**src/rtl/bp_me_pkg.sv**
```systemverilog
// Shared memory-endpoint definitions for the CCE stream multiplexer.
package bp_me_pkg;

  // Beat width of the BedRock stream data path.
  localparam int dword_width_gp = 64;

  // Command-port arbitration policy.
  typedef enum logic [0:0] {
    e_cce_arb_rr    = 1'b0,
    e_cce_arb_fixed = 1'b1
  } bp_cce_arb_mode_e;

endpackage

```
**src/rtl/bp_cce_mem_tag_fifo.sv**
```systemverilog
// Source-tag FIFO: records which CCE issued each outstanding memory command
// so in-order responses can be steered back to it.
module bp_cce_mem_tag_fifo
  #(parameter int width_p = 1
  , parameter int depth_p = 4
  )
  (input  logic               clk_i
  , input  logic               reset_n_i
  , input  logic               push_i
  , input  logic [width_p-1:0] data_i
  , input  logic               pop_i
  , output logic [width_p-1:0] head_o
  , output logic               full_o
  , output logic               empty_o
  );

  localparam int ptr_w_lp = (depth_p > 1) ? $clog2(depth_p) : 1;
  localparam int cnt_w_lp = $clog2(depth_p + 1);

  logic [width_p-1:0]  mem_q [depth_p];
  logic [ptr_w_lp-1:0] wr_ptr_q, wr_ptr_d;
  logic [ptr_w_lp-1:0] rd_ptr_q, rd_ptr_d;
  logic [cnt_w_lp-1:0] count_q, count_d;
  logic                do_push, do_pop;

  function automatic logic [ptr_w_lp-1:0] ptr_inc(input logic [ptr_w_lp-1:0] p);
    return (p == ptr_w_lp'(depth_p - 1)) ? '0 : p + 1'b1;
  endfunction

  assign full_o  = (count_q == cnt_w_lp'(depth_p));
  assign empty_o = (count_q == '0);
  assign do_push = push_i & ~full_o;
  assign do_pop  = pop_i & ~empty_o;
  assign head_o  = mem_q[rd_ptr_q];

  // Next pointer and occupancy; a simultaneous push and pop leave the count unchanged.
  always_comb begin
    wr_ptr_d = do_push ? ptr_inc(wr_ptr_q) : wr_ptr_q;
    rd_ptr_d = do_pop ? ptr_inc(rd_ptr_q) : rd_ptr_q;
    count_d  = count_q;
    case ({do_push, do_pop})
      2'b10:   count_d = count_q + 1'b1;
      2'b01:   count_d = count_q - 1'b1;
      default: count_d = count_q;
    endcase
  end

  // Pointer and count registers.
  always_ff @(posedge clk_i or negedge reset_n_i) begin
    if (!reset_n_i) begin
      wr_ptr_q <= '0;
      rd_ptr_q <= '0;
      count_q  <= '0;
    end else begin
      wr_ptr_q <= wr_ptr_d;
      rd_ptr_q <= rd_ptr_d;
      count_q  <= count_d;
    end
  end

  // Tag storage; contents are only meaningful below the count, so no reset.
  always_ff @(posedge clk_i) begin
    if (do_push) mem_q[wr_ptr_q] <= data_i;
  end

endmodule

```
**src/rtl/bp_cce_mem_stream_mux.sv**
```systemverilog
// Merges per-CCE BedRock stream memory commands onto one memory port with
// burst-locked arbitration, and steers in-order responses back by source tag.
module bp_cce_mem_stream_mux
  import bp_me_pkg::*;
  #(parameter int               num_cce_p      = 2
  , parameter int               header_width_p = 128
  , parameter int               data_width_p   = dword_width_gp
  , parameter int               outstanding_p  = 4
  , parameter bp_cce_arb_mode_e arb_mode_p     = e_cce_arb_rr
  )
  (input  logic                                clk_i
  , input  logic                                reset_n_i

  , input  logic [num_cce_p*header_width_p-1:0] cce_cmd_header_i
  , input  logic [num_cce_p*data_width_p-1:0]   cce_cmd_data_i
  , input  logic [num_cce_p-1:0]                cce_cmd_v_i
  , input  logic [num_cce_p-1:0]                cce_cmd_last_i
  , output logic [num_cce_p-1:0]                cce_cmd_ready_and_o

  , output logic [header_width_p-1:0]           mem_cmd_header_o
  , output logic [data_width_p-1:0]             mem_cmd_data_o
  , output logic                                mem_cmd_v_o
  , output logic                                mem_cmd_last_o
  , input  logic                                mem_cmd_ready_and_i

  , input  logic [header_width_p-1:0]           mem_resp_header_i
  , input  logic [data_width_p-1:0]             mem_resp_data_i
  , input  logic                                mem_resp_v_i
  , input  logic                                mem_resp_last_i
  , output logic                                mem_resp_ready_and_o

  , output logic [num_cce_p*header_width_p-1:0] cce_resp_header_o
  , output logic [num_cce_p*data_width_p-1:0]   cce_resp_data_o
  , output logic [num_cce_p-1:0]                cce_resp_v_o
  , output logic [num_cce_p-1:0]                cce_resp_last_o
  , input  logic [num_cce_p-1:0]                cce_resp_ready_and_i

  , output logic                                error_o
  );

  localparam int lg_cce_lp = (num_cce_p > 1) ? $clog2(num_cce_p) : 1;

  logic                 lock_q, lock_d;
  logic [lg_cce_lp-1:0] owner_q, owner_d;
  logic [lg_cce_lp-1:0] rr_q, rr_d;
  logic                 error_q, error_d;

  logic                 gnt_v;
  logic [lg_cce_lp-1:0] gnt_idx;
  logic [lg_cce_lp-1:0] cand_idx;
  logic                 cmd_fire, tag_push, tag_pop;
  logic                 fifo_full, fifo_empty;
  logic [lg_cce_lp-1:0] fifo_head;

  // Arbiter: locked bursts keep their owner; otherwise pick a requester if a tag slot is free.
  always_comb begin
    gnt_v    = 1'b0;
    gnt_idx  = '0;
    cand_idx = '0;
    if (lock_q) begin
      gnt_v   = 1'b1;
      gnt_idx = owner_q;
    end else if (!fifo_full) begin
      for (int unsigned k = 0; k < num_cce_p; k++) begin
        if (arb_mode_p == e_cce_arb_fixed)
          cand_idx = lg_cce_lp'(k);
        else
          cand_idx = lg_cce_lp'((int'(rr_q) + int'(k)) % num_cce_p);
        if (!gnt_v && cce_cmd_v_i[cand_idx]) begin
          gnt_v   = 1'b1;
          gnt_idx = cand_idx;
        end
      end
    end
  end

  assign mem_cmd_header_o = cce_cmd_header_i[int'(gnt_idx)*header_width_p +: header_width_p];
  assign mem_cmd_data_o   = cce_cmd_data_i[int'(gnt_idx)*data_width_p +: data_width_p];
  assign mem_cmd_last_o   = cce_cmd_last_i[gnt_idx];
  assign mem_cmd_v_o      = reset_n_i & gnt_v & cce_cmd_v_i[gnt_idx];

  assign cmd_fire = mem_cmd_v_o & mem_cmd_ready_and_i;
  assign tag_push = cmd_fire & ~lock_q;

  // Ready is returned only to the granted CCE and never while reset is held.
  always_comb begin
    cce_cmd_ready_and_o = '0;
    if (reset_n_i && gnt_v) cce_cmd_ready_and_o[gnt_idx] = mem_cmd_ready_and_i;
  end

  // Response steering: the FIFO head names the CCE that owns the current response.
  always_comb begin
    cce_resp_v_o         = '0;
    mem_resp_ready_and_o = 1'b0;
    if (!fifo_empty) begin
      cce_resp_v_o[fifo_head] = mem_resp_v_i;
      mem_resp_ready_and_o    = cce_resp_ready_and_i[fifo_head];
    end
  end

  assign cce_resp_header_o = {num_cce_p{mem_resp_header_i}};
  assign cce_resp_data_o   = {num_cce_p{mem_resp_data_i}};
  assign cce_resp_last_o   = {num_cce_p{mem_resp_last_i}};
  assign tag_pop           = mem_resp_v_i & mem_resp_ready_and_o & mem_resp_last_i;
  assign error_o           = error_q;

  // Lock, owner, round-robin pointer and sticky error next-state.
  always_comb begin
    lock_d  = lock_q;
    owner_d = owner_q;
    rr_d    = rr_q;
    error_d = error_q | (mem_resp_v_i & fifo_empty);
    if (cmd_fire) begin
      if (!lock_q) begin
        rr_d = (int'(gnt_idx) == num_cce_p - 1) ? '0 : gnt_idx + 1'b1;
        if (!mem_cmd_last_o) begin
          lock_d  = 1'b1;
          owner_d = gnt_idx;
        end
      end else if (mem_cmd_last_o) begin
        lock_d = 1'b0;
      end
    end
  end

  // Arbitration and error state registers.
  always_ff @(posedge clk_i or negedge reset_n_i) begin
    if (!reset_n_i) begin
      lock_q  <= 1'b0;
      owner_q <= '0;
      rr_q    <= '0;
      error_q <= 1'b0;
    end else begin
      lock_q  <= lock_d;
      owner_q <= owner_d;
      rr_q    <= rr_d;
      error_q <= error_d;
    end
  end

  bp_cce_mem_tag_fifo
    #(.width_p(lg_cce_lp)
    , .depth_p(outstanding_p)
    )
    tag_fifo
    (.clk_i     (clk_i)
    , .reset_n_i(reset_n_i)
    , .push_i   (tag_push)
    , .data_i   (gnt_idx)
    , .pop_i    (tag_pop)
    , .head_o   (fifo_head)
    , .full_o   (fifo_full)
    , .empty_o  (fifo_empty)
    );

  // No CCE ever sees a response that has no owning tag.
  a_no_resp_when_empty: assert property (@(posedge clk_i) disable iff (!reset_n_i)
    fifo_empty |-> (cce_resp_v_o == '0));

  // While locked the grant is the owner, and the owner holds until the burst ends.
  a_lock_grant: assert property (@(posedge clk_i) disable iff (!reset_n_i)
    lock_q |-> (gnt_v && gnt_idx == owner_q));
  a_lock_owner_stable: assert property (@(posedge clk_i) disable iff (!reset_n_i)
    (lock_q && lock_d) |=> $stable(owner_q));

  // Upstream keeps a command valid until it is accepted.
  for (genvar g = 0; g < num_cce_p; g++) begin : g_cmd_hold
    a_cmd_v_held: assert property (@(posedge clk_i) disable iff (!reset_n_i)
      (cce_cmd_v_i[g] && !cce_cmd_ready_and_o[g]) |=> cce_cmd_v_i[g]);
  end

endmodule
```
**config.mk**
```make
export PLATFORM = sky130hd
export DESIGN_NAME = bp_cce_mem_stream_mux
export DESIGN_NICKNAME = d
export VERILOG_FILES = /design/src/rtl/bp_me_pkg.sv /design/src/rtl/bp_cce_mem_tag_fifo.sv /design/src/rtl/bp_cce_mem_stream_mux.sv
export SDC_FILE = /design/constraint.sdc
export NUM_CORES = 1
export LEC_CHECK = 0
export CAP_MARGIN = 10
export CELL_PAD_IN_SITES_DETAIL_PLACEMENT = 0
export CELL_PAD_IN_SITES_GLOBAL_PLACEMENT = 1
export CORE_AREA = 2 2 452 454
export CTS_CLUSTER_SIZE = 25
export DETAILED_ROUTE_END_ITERATION = 16
export DIE_AREA = 0 0 454 456
export PLACE_DENSITY = 0.3
export REMOVE_ABC_BUFFERS = 1
export SLEW_MARGIN = 20
export SYNTH_ARGS = -nofsm -noshare
export SYNTH_HDL_FRONTEND = slang
export SYNTH_HIERARCHICAL = 1
export SYNTH_SLANG_ARGS = --single-unit
```
**constraint.sdc**
```tcl
create_clock -name clk_i -period 7 [get_ports clk_i]
set_input_delay 1.05 -clock clk_i [delete_from_list [all_inputs] [get_ports clk_i]]
set_output_delay 1.05 -clock clk_i [all_outputs]
set_load 0.1 [all_outputs]
```
# After elaboration in Yosys (flattened, before gate mapping)
# Memory sizes are Yosys's and may differ from the RTL's.
# Index checks and enable logic that the tools add are counted.
# W data, S select, Z words.
[totals]
register_bits = 11
ram_bits = 4
inputBits = 587
mem_count = 1
[mem_list]
columns = ["memory", "depth", "width", "read_ports", "rd_ports_with_merged_regs", "wr", "line_no", "text"]
rows = [
  ["tag_fifo.mem_q", 4, 1, 1, 0, 1, "bp_cce_mem_tag_fifo.sv:20", "logic [width_p-1:0] mem_q [depth_p];"],
]
[op_classes]
addsub = 6
order_cmp = 6
n_eq_ne = 5
shift = 2
n_mux = 38
bitwise_logic = 16
reduce_logical = 9
[op_table]
columns = ["cell", "n"]
rows = [
  ["$shiftx A256 B9 Y128", 1],
  ["$shiftx A128 B8 Y64", 1],
  ["$mux W1", 31],
  ["$and A1 B1 Y1", 9],
  ["$lt A1 B2 Y1 const B", 4],
  ["$mux W2", 4],
  ["$eq A2 B2 Y1 const B", 3],
  ["$pmux W3 S2", 1],
  ["$add A2 B1 Y2 const B", 2],
  ["$and A2 B2 Y2", 2],
  ["$logic_and A1 B1 Y1", 4],
  ["$not A1 Y1", 4],
  ["$add A3 B1 Y3 const B", 1],
  ["$eq A3 B3 Y1 const B", 1],
  ["$logic_not A3 Y1", 1],
  ["$reduce_and A3 Y1", 1],
  ["$sub A3 B1 Y3 const B", 1],
  ["$add A1 B1 Y1 const B", 2],
  ["$demux W1 S1", 2],
  ["$eq A2 B1 Y1 const B", 1],
  ["$ge A1 B1 Y1 const B", 2],
  ["$reduce_and A2 Y1", 1],
  ["$reduce_bool A2 Y1", 1],
  ["$logic_not A1 Y1", 1],
  ["$or A1 B1 Y1", 1],
]

# Longest topological paths before layout
# Gate-level depths: netlist of run 1.
[logic_depth]
depth_word = 21
ltp_mapped = 12
mapped_depth_nobuf = 12

# Hierarchy
# Netlist of run 1, hierarchy kept.
[modules_own_cells]
columns = ["mod", "n_inst", "cells_per_inst", "area_per_inst_um2", "seq_area_each_um2"]
rows = [
  ["bp_cce_mem_stream_mux", 1, 641, 5560.3, 100.1],
  ["bp_cce_mem_tag_fifo", 1, 46, 628.1, 295.3],
]

# Worst setup path before layout of run 1
# OpenSTA, ideal clock, no wires.
[synth_timing]
path_kind = "input -> output"
start = "input cce_cmd_v_i[1]"
end = "output mem_cmd_v_o"
arrival_ns = 4.268
required_time_ns = 5.950
setup_slack_ns = 1.682
stages = 2
path_cell_list = "a21oi_1 > nor4b_1"
[synth_via]
elab_chain_len = 13
elab_cells_between_ends = 20
[synth_rtl]
columns = ["item", "line_no", "text"]
rows = [
  ["start, declared", "bp_cce_mem_stream_mux.sv:16", ", input logic [num_cce_p-1:0] cce_cmd_v_i"],
  ["$mux W1 (implied by the code) (2 in series)", "bp_cce_mem_stream_mux.sv:69", "if (!gnt_v && cce_cmd_v_i[cand_idx]) begin"],
  ["$mux W1", "bp_cce_mem_stream_mux.sv:69", ""],
  ["$mux W1", "bp_cce_mem_stream_mux.sv:63", "end else if (!fifo_full) begin"],
  ["$mux W1", "bp_cce_mem_stream_mux.sv:60", "if (lock_q) begin"],
  ["$logic_not A1 Y1", "bp_cce_mem_stream_mux.sv:69", ""],
  ["$logic_and A1 B1 Y1", "bp_cce_mem_stream_mux.sv:69", ""],
  ["$mux W1", "bp_cce_mem_stream_mux.sv:69", ""],
  ["$mux W1", "bp_cce_mem_stream_mux.sv:63", ""],
  ["$mux W1", "bp_cce_mem_stream_mux.sv:60", ""],
  ["$mux W1 (implied by the code) (2 in series)", "bp_cce_mem_stream_mux.sv:80", "assign mem_cmd_v_o = reset_n_i & gnt_v & cce_cmd_v_i[gnt_idx];"],
  ["$and A1 B1 Y1 *", "bp_cce_mem_stream_mux.sv:80", ""],
  ["end, declared", "bp_cce_mem_stream_mux.sv:22", ", output logic mem_cmd_v_o"],
]
# Mark *: on every way between the ends. The rest lies on a longest branch, timed or not. The select of a mux whose other input is x is not followed.

# Final worst setup path of run 1
[layout_timing]
start = "input cce_cmd_v_i[0]"
end = "output cce_cmd_ready_and_o[0]"
[layout_via]
elab_chain_len = 16
elab_cells_between_ends = 24
[layout_rtl]
columns = ["item", "line_no", "text"]
rows = [
  ["$mux W1 (implied by the code) (2 in series)", "bp_cce_mem_stream_mux.sv:69", ""],
  ["$mux W1", "bp_cce_mem_stream_mux.sv:69", ""],
  ["$mux W1", "bp_cce_mem_stream_mux.sv:63", ""],
  ["$mux W1", "bp_cce_mem_stream_mux.sv:60", ""],
  ["$logic_not A1 Y1", "bp_cce_mem_stream_mux.sv:69", ""],
  ["$logic_and A1 B1 Y1", "bp_cce_mem_stream_mux.sv:69", ""],
  ["$mux W1 *", "bp_cce_mem_stream_mux.sv:69", ""],
  ["$mux W1 *", "bp_cce_mem_stream_mux.sv:63", ""],
  ["$mux W1 *", "bp_cce_mem_stream_mux.sv:60", ""],
  ["net gnt_idx", "bp_cce_mem_stream_mux.sv:49", "logic [lg_cce_lp-1:0] gnt_idx;"],
  ["$lt A1 B2 Y1 (implied by the code) / $ge A1 B1 Y1 (equally long branches)", "bp_cce_mem_stream_mux.sv:88", "if (reset_n_i && gnt_v) cce_cmd_ready_and_o[gnt_idx] = mem_cmd_ready_and_i;"],
  ["$logic_and A1 B1 Y1 (implied by the code)", "bp_cce_mem_stream_mux.sv:88", ""],
  ["$mux W1 (implied by the code)", "bp_cce_mem_stream_mux.sv:88", ""],
  ["$demux W1 S1 *", "bp_cce_mem_stream_mux.sv:88", ""],
  ["$and A2 B2 Y2 (no source line) *", "n/a", ""],
  ["$mux W2 *", "bp_cce_mem_stream_mux.sv:88", ""],
  ["end, declared", "bp_cce_mem_stream_mux.sv:18", ", output logic [num_cce_p-1:0] cce_cmd_ready_and_o"],
]
# Mark *: on every way through the listed nets, which the timed path passes. The rest lies on a longest branch. The select of a mux whose other input is x is not followed.

==> flow_summary.ini, run 1 <==
[cts]
cts_resized = 0
clkLatencyLatePin_ns = 0.24
cts_buffers = 3
clockBufferDepth = 2
clockRootBuffer = clkbuf_16
hold_buffers = 0
cts_tree = built
postCtsSetupRepairBufs = 0
clock_sinks = 15
clk_pin_slew_ns = 0.05
htreeDepth = 1

[placed_design]
globalplace.congestion = 0.934
dp.final_hpwl_um = 195000
port_buffers = 596
place_ws_ns = 1.83
placed_area_um2 = 12000

[power_and_ir_drop]
swShare_pct = 76.4
p_clk_share_pct = 2.4
p_leak_nw = 3.77
power_switching_mw = 3.48
vdd_ir_drop_max_mv = 0.154
power.internal_mw = 1.08
combPwrFrac_pct = 93.9
seqPwrFrac_pct = 3.7
p_per_area_nw_per_um2 = 376
p_total_mw = 4.55

[global_route]
grt_pass1_vias = 6482
grt_pass1_wl_um = 224000
track_usage_pct = 19.3
grt_max_degree = 103
antenna_found_initial = 16
grt-ovfl-total = 0

[critical_path]
cp-end-kind = primary output
cp_top_family = buffers and inverters
cp.arrival_ns = 4.06
critical_path.startpoint_type = primary input
crit_type = in2out
path_common_cell = clkdlybuf4s50_1
worstPathMaxFanout = 93
critPathBufInv = 4
crit_slowest_cell = clkdlybuf4s50_1
path_cells = clkdlybuf4s50_1 -> nand2b_1 -> a32oi_4 -> buf_12 -> inv_1 -> nor2_1 -> clkdlybuf4s50_1
required_ns = 5.95
slowest_delay_ns = 1.15

[sta]
fin_skew_ns = 0.00449
fin_tns_setup_ns = 0
setup_ws_ns = 1.89
tightestPinTransition_ns = 1.03
period_share_pct = 73.1
min_period_ns = 5.11
drv_slew = 0
rsz0062_at_grt = no
max-slew-margin-rel_pct = 31.1
final_hold_viol_count = 0
max_freq_mhz = 196
finalSetupViolations = 0

[min_path]
hold_class = reg2reg

[job]
maxCapViolCount = 0

[synth]
ys_ff_latch = 15
async_flop_share_pct = 73.3
syn-cell-area_um2 = 6190
syn_inst = 687
synth_ff_type = dfrtp_1
ys_types = 37
avgSynthCellArea_um2 = 9.01
synth.yosys.seq_area_share_pct = 6.39
yosys_warnings = 6
synth_edf_count = 4

[floorplanning]
initial_core_util_pct = 3.07
rows = 165
coreArea_um2 = 202000
die-height_um = 456
boundaryPins = 1173
die_area_um2 = 207000
die_w_um = 454

[routing]
ant_nets = 0
post_drt_wl_per_cell_um = 58.5
dr.pass1.iters = 4
drc = 0
vias = 6256
vias_per_cell = 1.76
drtIter0Drc = 349
drt-total-wl_um = 208000

[finish]
fill_cells = 23700
multi_input_area_um2 = 2690
layout-drive-gt1-share_pct = 27.6
nets = 1476
register_area_um2 = 395
utilization_pct = 6.00
synthToLayoutAreaGrowth_pct = 95.5
final_area_um2 = 12100

[outcome]
status = finished, final reports clean
## final timing paths
| path | from | endpoint | slack (ns) | cells past startpoint |
|---|---|---|---|---|
| worst max-delay path | cce_cmd_v_i[0] | cce_cmd_ready_and_o[0] | 1.89 | 7 |
| worst min-delay path | error_o$_DFF_PN0_ | error_o$_DFF_PN0_ | 0.45 | 1 |
| worst max register to register | tag_fifo/count_q[2]$_DFFE_PN0P_ | tag_fifo/count_q[1]$_DFFE_PN0P_ | 4.17 | 8 |
| worst min register to register | error_o$_DFF_PN0_ | error_o$_DFF_PN0_ | 0.45 | 1 |
| max in group asynchronous | reset_n_i | tag_fifo/rd_ptr_q[1]$_DFFE_PN0P_ | 5.38 | 1 |
| min in group asynchronous | reset_n_i | error_o$_DFF_PN0_ | 1.21 | 1 |
## layer usage
layer  share of wire (%)  GRT usage (%)  vias to the layer above
met5                0.27           2.03                        -
met4                 3.4           4.71                       12
li1                    -              -                     2270
met1                  16           8.78                     2743
met2                  53           36.5                     1131
met3                  28           24.9                      100
## cell type report
cell class	count	share of cell area, %
Antenna cell	1	0.0207
Clock buffer	4	0.651
Inverter	10	0.310
Multi-Input combinational cell	254	22.2
Sequential cell	15	3.27
Tap cell	2672	27.6
Timing Repair Buffer	598	45.9
## per-stage QoR
step / hold WS [ns] / std cells
after floorplan: 0.482 / 279
after CTS: 0.458 / 3553
final: 0.453 / 3554
after global placement: 0.443 / 3549
after detailed placement: 0.448 / 3549
after global routing: 0.480 / 3553
## state kept, by name, indices dropped and copies added, names as in the netlist
signal / count
rr_q: 1
tag_fifo/rd_ptr_q: 2
tag_fifo/count_q: 3
error_o: 1
tag_fifo/mem_q: 4
owner_q: 1
lock_q: 1
tag_fifo/wr_ptr_q: 2
## synth_stat cells (2+ instances only)
master	number	area, um2
edfxtp_1	4	120
buf_6	6	67.6
buf_2	4	20.0
mux2_4	3	45.0
buf_4	398	2990
and2_2	4	30.0
ha_1	6	75.1
mux2i_1	2	20.0
dfrtp_1	11	275
nor4_1	2	12.5
mux2_2	46	518
inv_1	10	37.5
mux2_1	148	1670
nand2_1	4	15.0
xor2_1	2	17.5
nor2_1	12	45.0
a21oi_1	4	20.0
nand2b_1	2	12.5
## layout by cell type, fill, tap and decap left out, types with 2 or more instances in the layout
cell type,Yosys,layout
a21oi_1,4,4
nor2_1,12,12
nand2b_1,2,2
nand2_1,4,4
clkbuf_16,0,3
clkbuf_2,0,4
mux2_4,3,3
xor2_1,2,2
edfxtp_1,4,4
mux2_1,148,148
dfrtp_1,11,11
buf_4,398,142
mux2i_1,2,2
mux2_2,46,46
ha_1,6,6
nor4_1,2,2
and2_2,4,4
buf_12,0,7
buf_2,4,26
clkdlybuf4s50_1,0,419
inv_1,10,10
## power groups by stage
stage | logic [mW] | clock network, mW | registers [mW]
after floorplan | 2.67 | 0 | 0.152
after global placement | 4.41 | 0 | 0.171
after detailed placement | 4.40 | 0 | 0.170
after CTS | 4.41 | 0.115 | 0.169
after global routing | 4.44 | 0.117 | 0.172
final | 4.28 | 0.110 | 0.167
## kinds of logic (layout without fill, tap and decap cells)
logic type               Yosys count  in the layout  synth area share, %
adder cells (fa/ha/maj)            7              7                 1.54
flip-flops                        15             15                 6.39
AO/OA/AOI/OAI                      9              9                 1.07
other                              0              1                    0
multiplexers                     200            200                 36.7
buffers and inverters            418            612                 50.3
XOR/XNOR                           3              3                0.425
AND/OR/NAND/NOR                   35             35                 3.56
(Power assumes the default switching activity.)
==> run 2, diff against run 1 <==
==> constraint.sdc (replaced) <==
create_clock -name clk_i -period 4.85 [get_ports clk_i]
set_input_delay 0.7275 -clock clk_i [delete_from_list [all_inputs] [get_ports clk_i]]
set_output_delay 0.7275 -clock clk_i [all_outputs]
set_load 0.1 [all_outputs]
==> flow_summary.ini, run 2 (synthesis results as in run 1) <==
[routing]
drc = 0
drt-total-wl_um = 214000
ant_nets = 0
vias = 6483
post_drt_wl_per_cell_um = 60.1
drtIter0Drc = 314
dr.pass1.iters = 4
vias_per_cell = 1.82

[floorplanning]
initial_core_util_pct = 3.07
boundaryPins = 1173
rows = 165
die_area_um2 = 207000
die_w_um = 454
die-height_um = 456
coreArea_um2 = 202000

[job]
maxCapViolCount = 0

[power_and_ir_drop]
p_clk_share_pct = 2.5
vdd_ir_drop_max_mv = 0.183
power_switching_mw = 5.09
p_leak_nw = 4.18
combPwrFrac_pct = 94.2
power.internal_mw = 1.96
p_total_mw = 7.05
p_per_area_nw_per_um2 = 538
seqPwrFrac_pct = 3.3
swShare_pct = 72.2

[sta]
finalSetupViolations = 0
period_share_pct = 88.7
max-slew-margin-rel_pct = 34.2
min_period_ns = 4.30
max_freq_mhz = 232
drv_slew = 0
fin_hold_ws_ns = 0.463
final_hold_viol_count = 0
fin_skew_ns = 0.00402
tightestPinTransition_ns = 0.984
rsz0062_at_grt = no

[critical_path]
slowest_delay_ns = 0.69
cp.arrival_ns = 3.58
required_ns = 4.12
path_cells = clkdlybuf4s50_1 -> nand2b_1 -> a32oi_4 -> buf_4 -> buf_12 -> mux2_1 -> buf_2
worstPathMaxFanout = 39
critical_path.startpoint_type = primary input
crit_slowest_cell = clkdlybuf4s50_1
crit_type = in2out
cp-end-kind = primary output

[global_route]
grt_pass1_vias = 6657
antenna_found_initial = 49
grt_max_degree = 78
grt-ovfl-total = 0
track_usage_pct = 19.9
grt_pass1_wl_um = 231000

[finish]
fill_cells = 23600
layout_commonest_cell = clkdlybuf4s50_1
nets = 1481
stdcell_count = 3562
top_regs = tag_fifo/mem_q x4, tag_fifo/count_q x3
synthToLayoutAreaGrowth_pct = 112
final_cell_mix = clkdlybuf4s50_1 (400), mux2_1 (148), buf_4 (90), buf_12 (86), mux2_2 (46)
layout-drive-gt1-share_pct = 30.4
top_register = tag_fifo/mem_q
largest_reg_flops = 4

[placed_design]
dp.final_hpwl_um = 201000
port_buffers = 596
dp_cells = 3554
globalplace.congestion = 0.984

[cts]
hold_buffers = 0
postCtsSetupRepairBufs = 0
htreeDepth = 1
clk_pin_slew_ns = 0.05
cts_resized = 0
clockBufferDepth = 2
cts_buffers = 3
clkLatencyLatePin_ns = 0.26
clockRootBuffer = clkbuf_16
clock_sinks = 15
cts_tree = built

[min_path]
hold_class = reg2reg

[outcome]
status = finished, final reports clean
run 2: cell types whose count changed in the layout (fill, tap and decap cells not counted), sizes merged:
cell	delta
buf	+24
clkbuf	-1
clkdlybuf4s50	-19
clkinv	+1
diode	+3
run 2: worst paths after layout:
check                                                  from                         endpoint  slack (ns)  cells past startpoint
max                                          cce_cmd_v_i[0]             mem_cmd_header_o[11]        0.55                      7
min                                       error_o$_DFF_PN0_                error_o$_DFF_PN0_        0.46                      1
max reg2reg                tag_fifo/rd_ptr_q[0]$_DFFE_PN0P_  tag_fifo/count_q[2]$_DFFE_PN0P_        2.15                     12
min reg2reg                               error_o$_DFF_PN0_                error_o$_DFF_PN0_        0.46                      1
max in group asynchronous                         reset_n_i  tag_fifo/count_q[2]$_DFFE_PN0P_        3.72                      2
min in group asynchronous                         reset_n_i                error_o$_DFF_PN0_        0.70                      1
run 2: through the flow:
stage	util [%]	TNS (ns)	setup slack [ns]	area (um2)
after floorplan	-	-769.42	-5.55	3110
after global placement	6.45	0	0.249	13000
after detailed placement	6.45	0	0.336	13000
after CTS	6.49	0	0.331	13100
after global routing	6.49	0	0.415	13100
final	6.49	0	0.546	13100
run 2: layout make-up:
class	count	area, um2	area share, %
tap	2672	3340	25.5
clock buffer	3	75.1	0.573
sequential	15	395	3.02
antenna	4	10.0	0.0764
multi-input combinational	254	2700	20.6
inverter	10	37.5	0.287
timing repair buffer	603	6540	49.9
clock inverter	1	5.00	0.0382
run 2: critical path, delay by kind of cell:
| kind | cells | cell delay (ns) |
|---|---|---|
| buffers and inverters | 4 | 1.69 |
| muxes | 1 | 0.56 |
| AOI/OAI and AO/OA | 1 | 0.32 |
| and+or+nand+nor | 1 | 0.20 |
run 2: power groups by stage:
stage / Sequential (mW) / Combinational [mW] / Clock (mW)
after global routing: 0.242 / 6.87 / 0.188
after global placement: 0.239 / 6.84 / 0
after floorplan: 0.220 / 3.85 / 0
final: 0.233 / 6.64 / 0.175
after detailed placement: 0.238 / 6.82 / 0
after CTS: 0.236 / 6.84 / 0.185
run 2: layer usage:
layer | vias to the layer above | wire (um) | global-route usage (%)
met5 | - | 485 | 1.84
met4 | 10 | 9700 | 7.15
met3 | 119 | 54700 | 23.3
met2 | 1169 | 110000 | 36.7
met1 | 2905 | 38900 | 10.5
li1 | 2280 | - | -
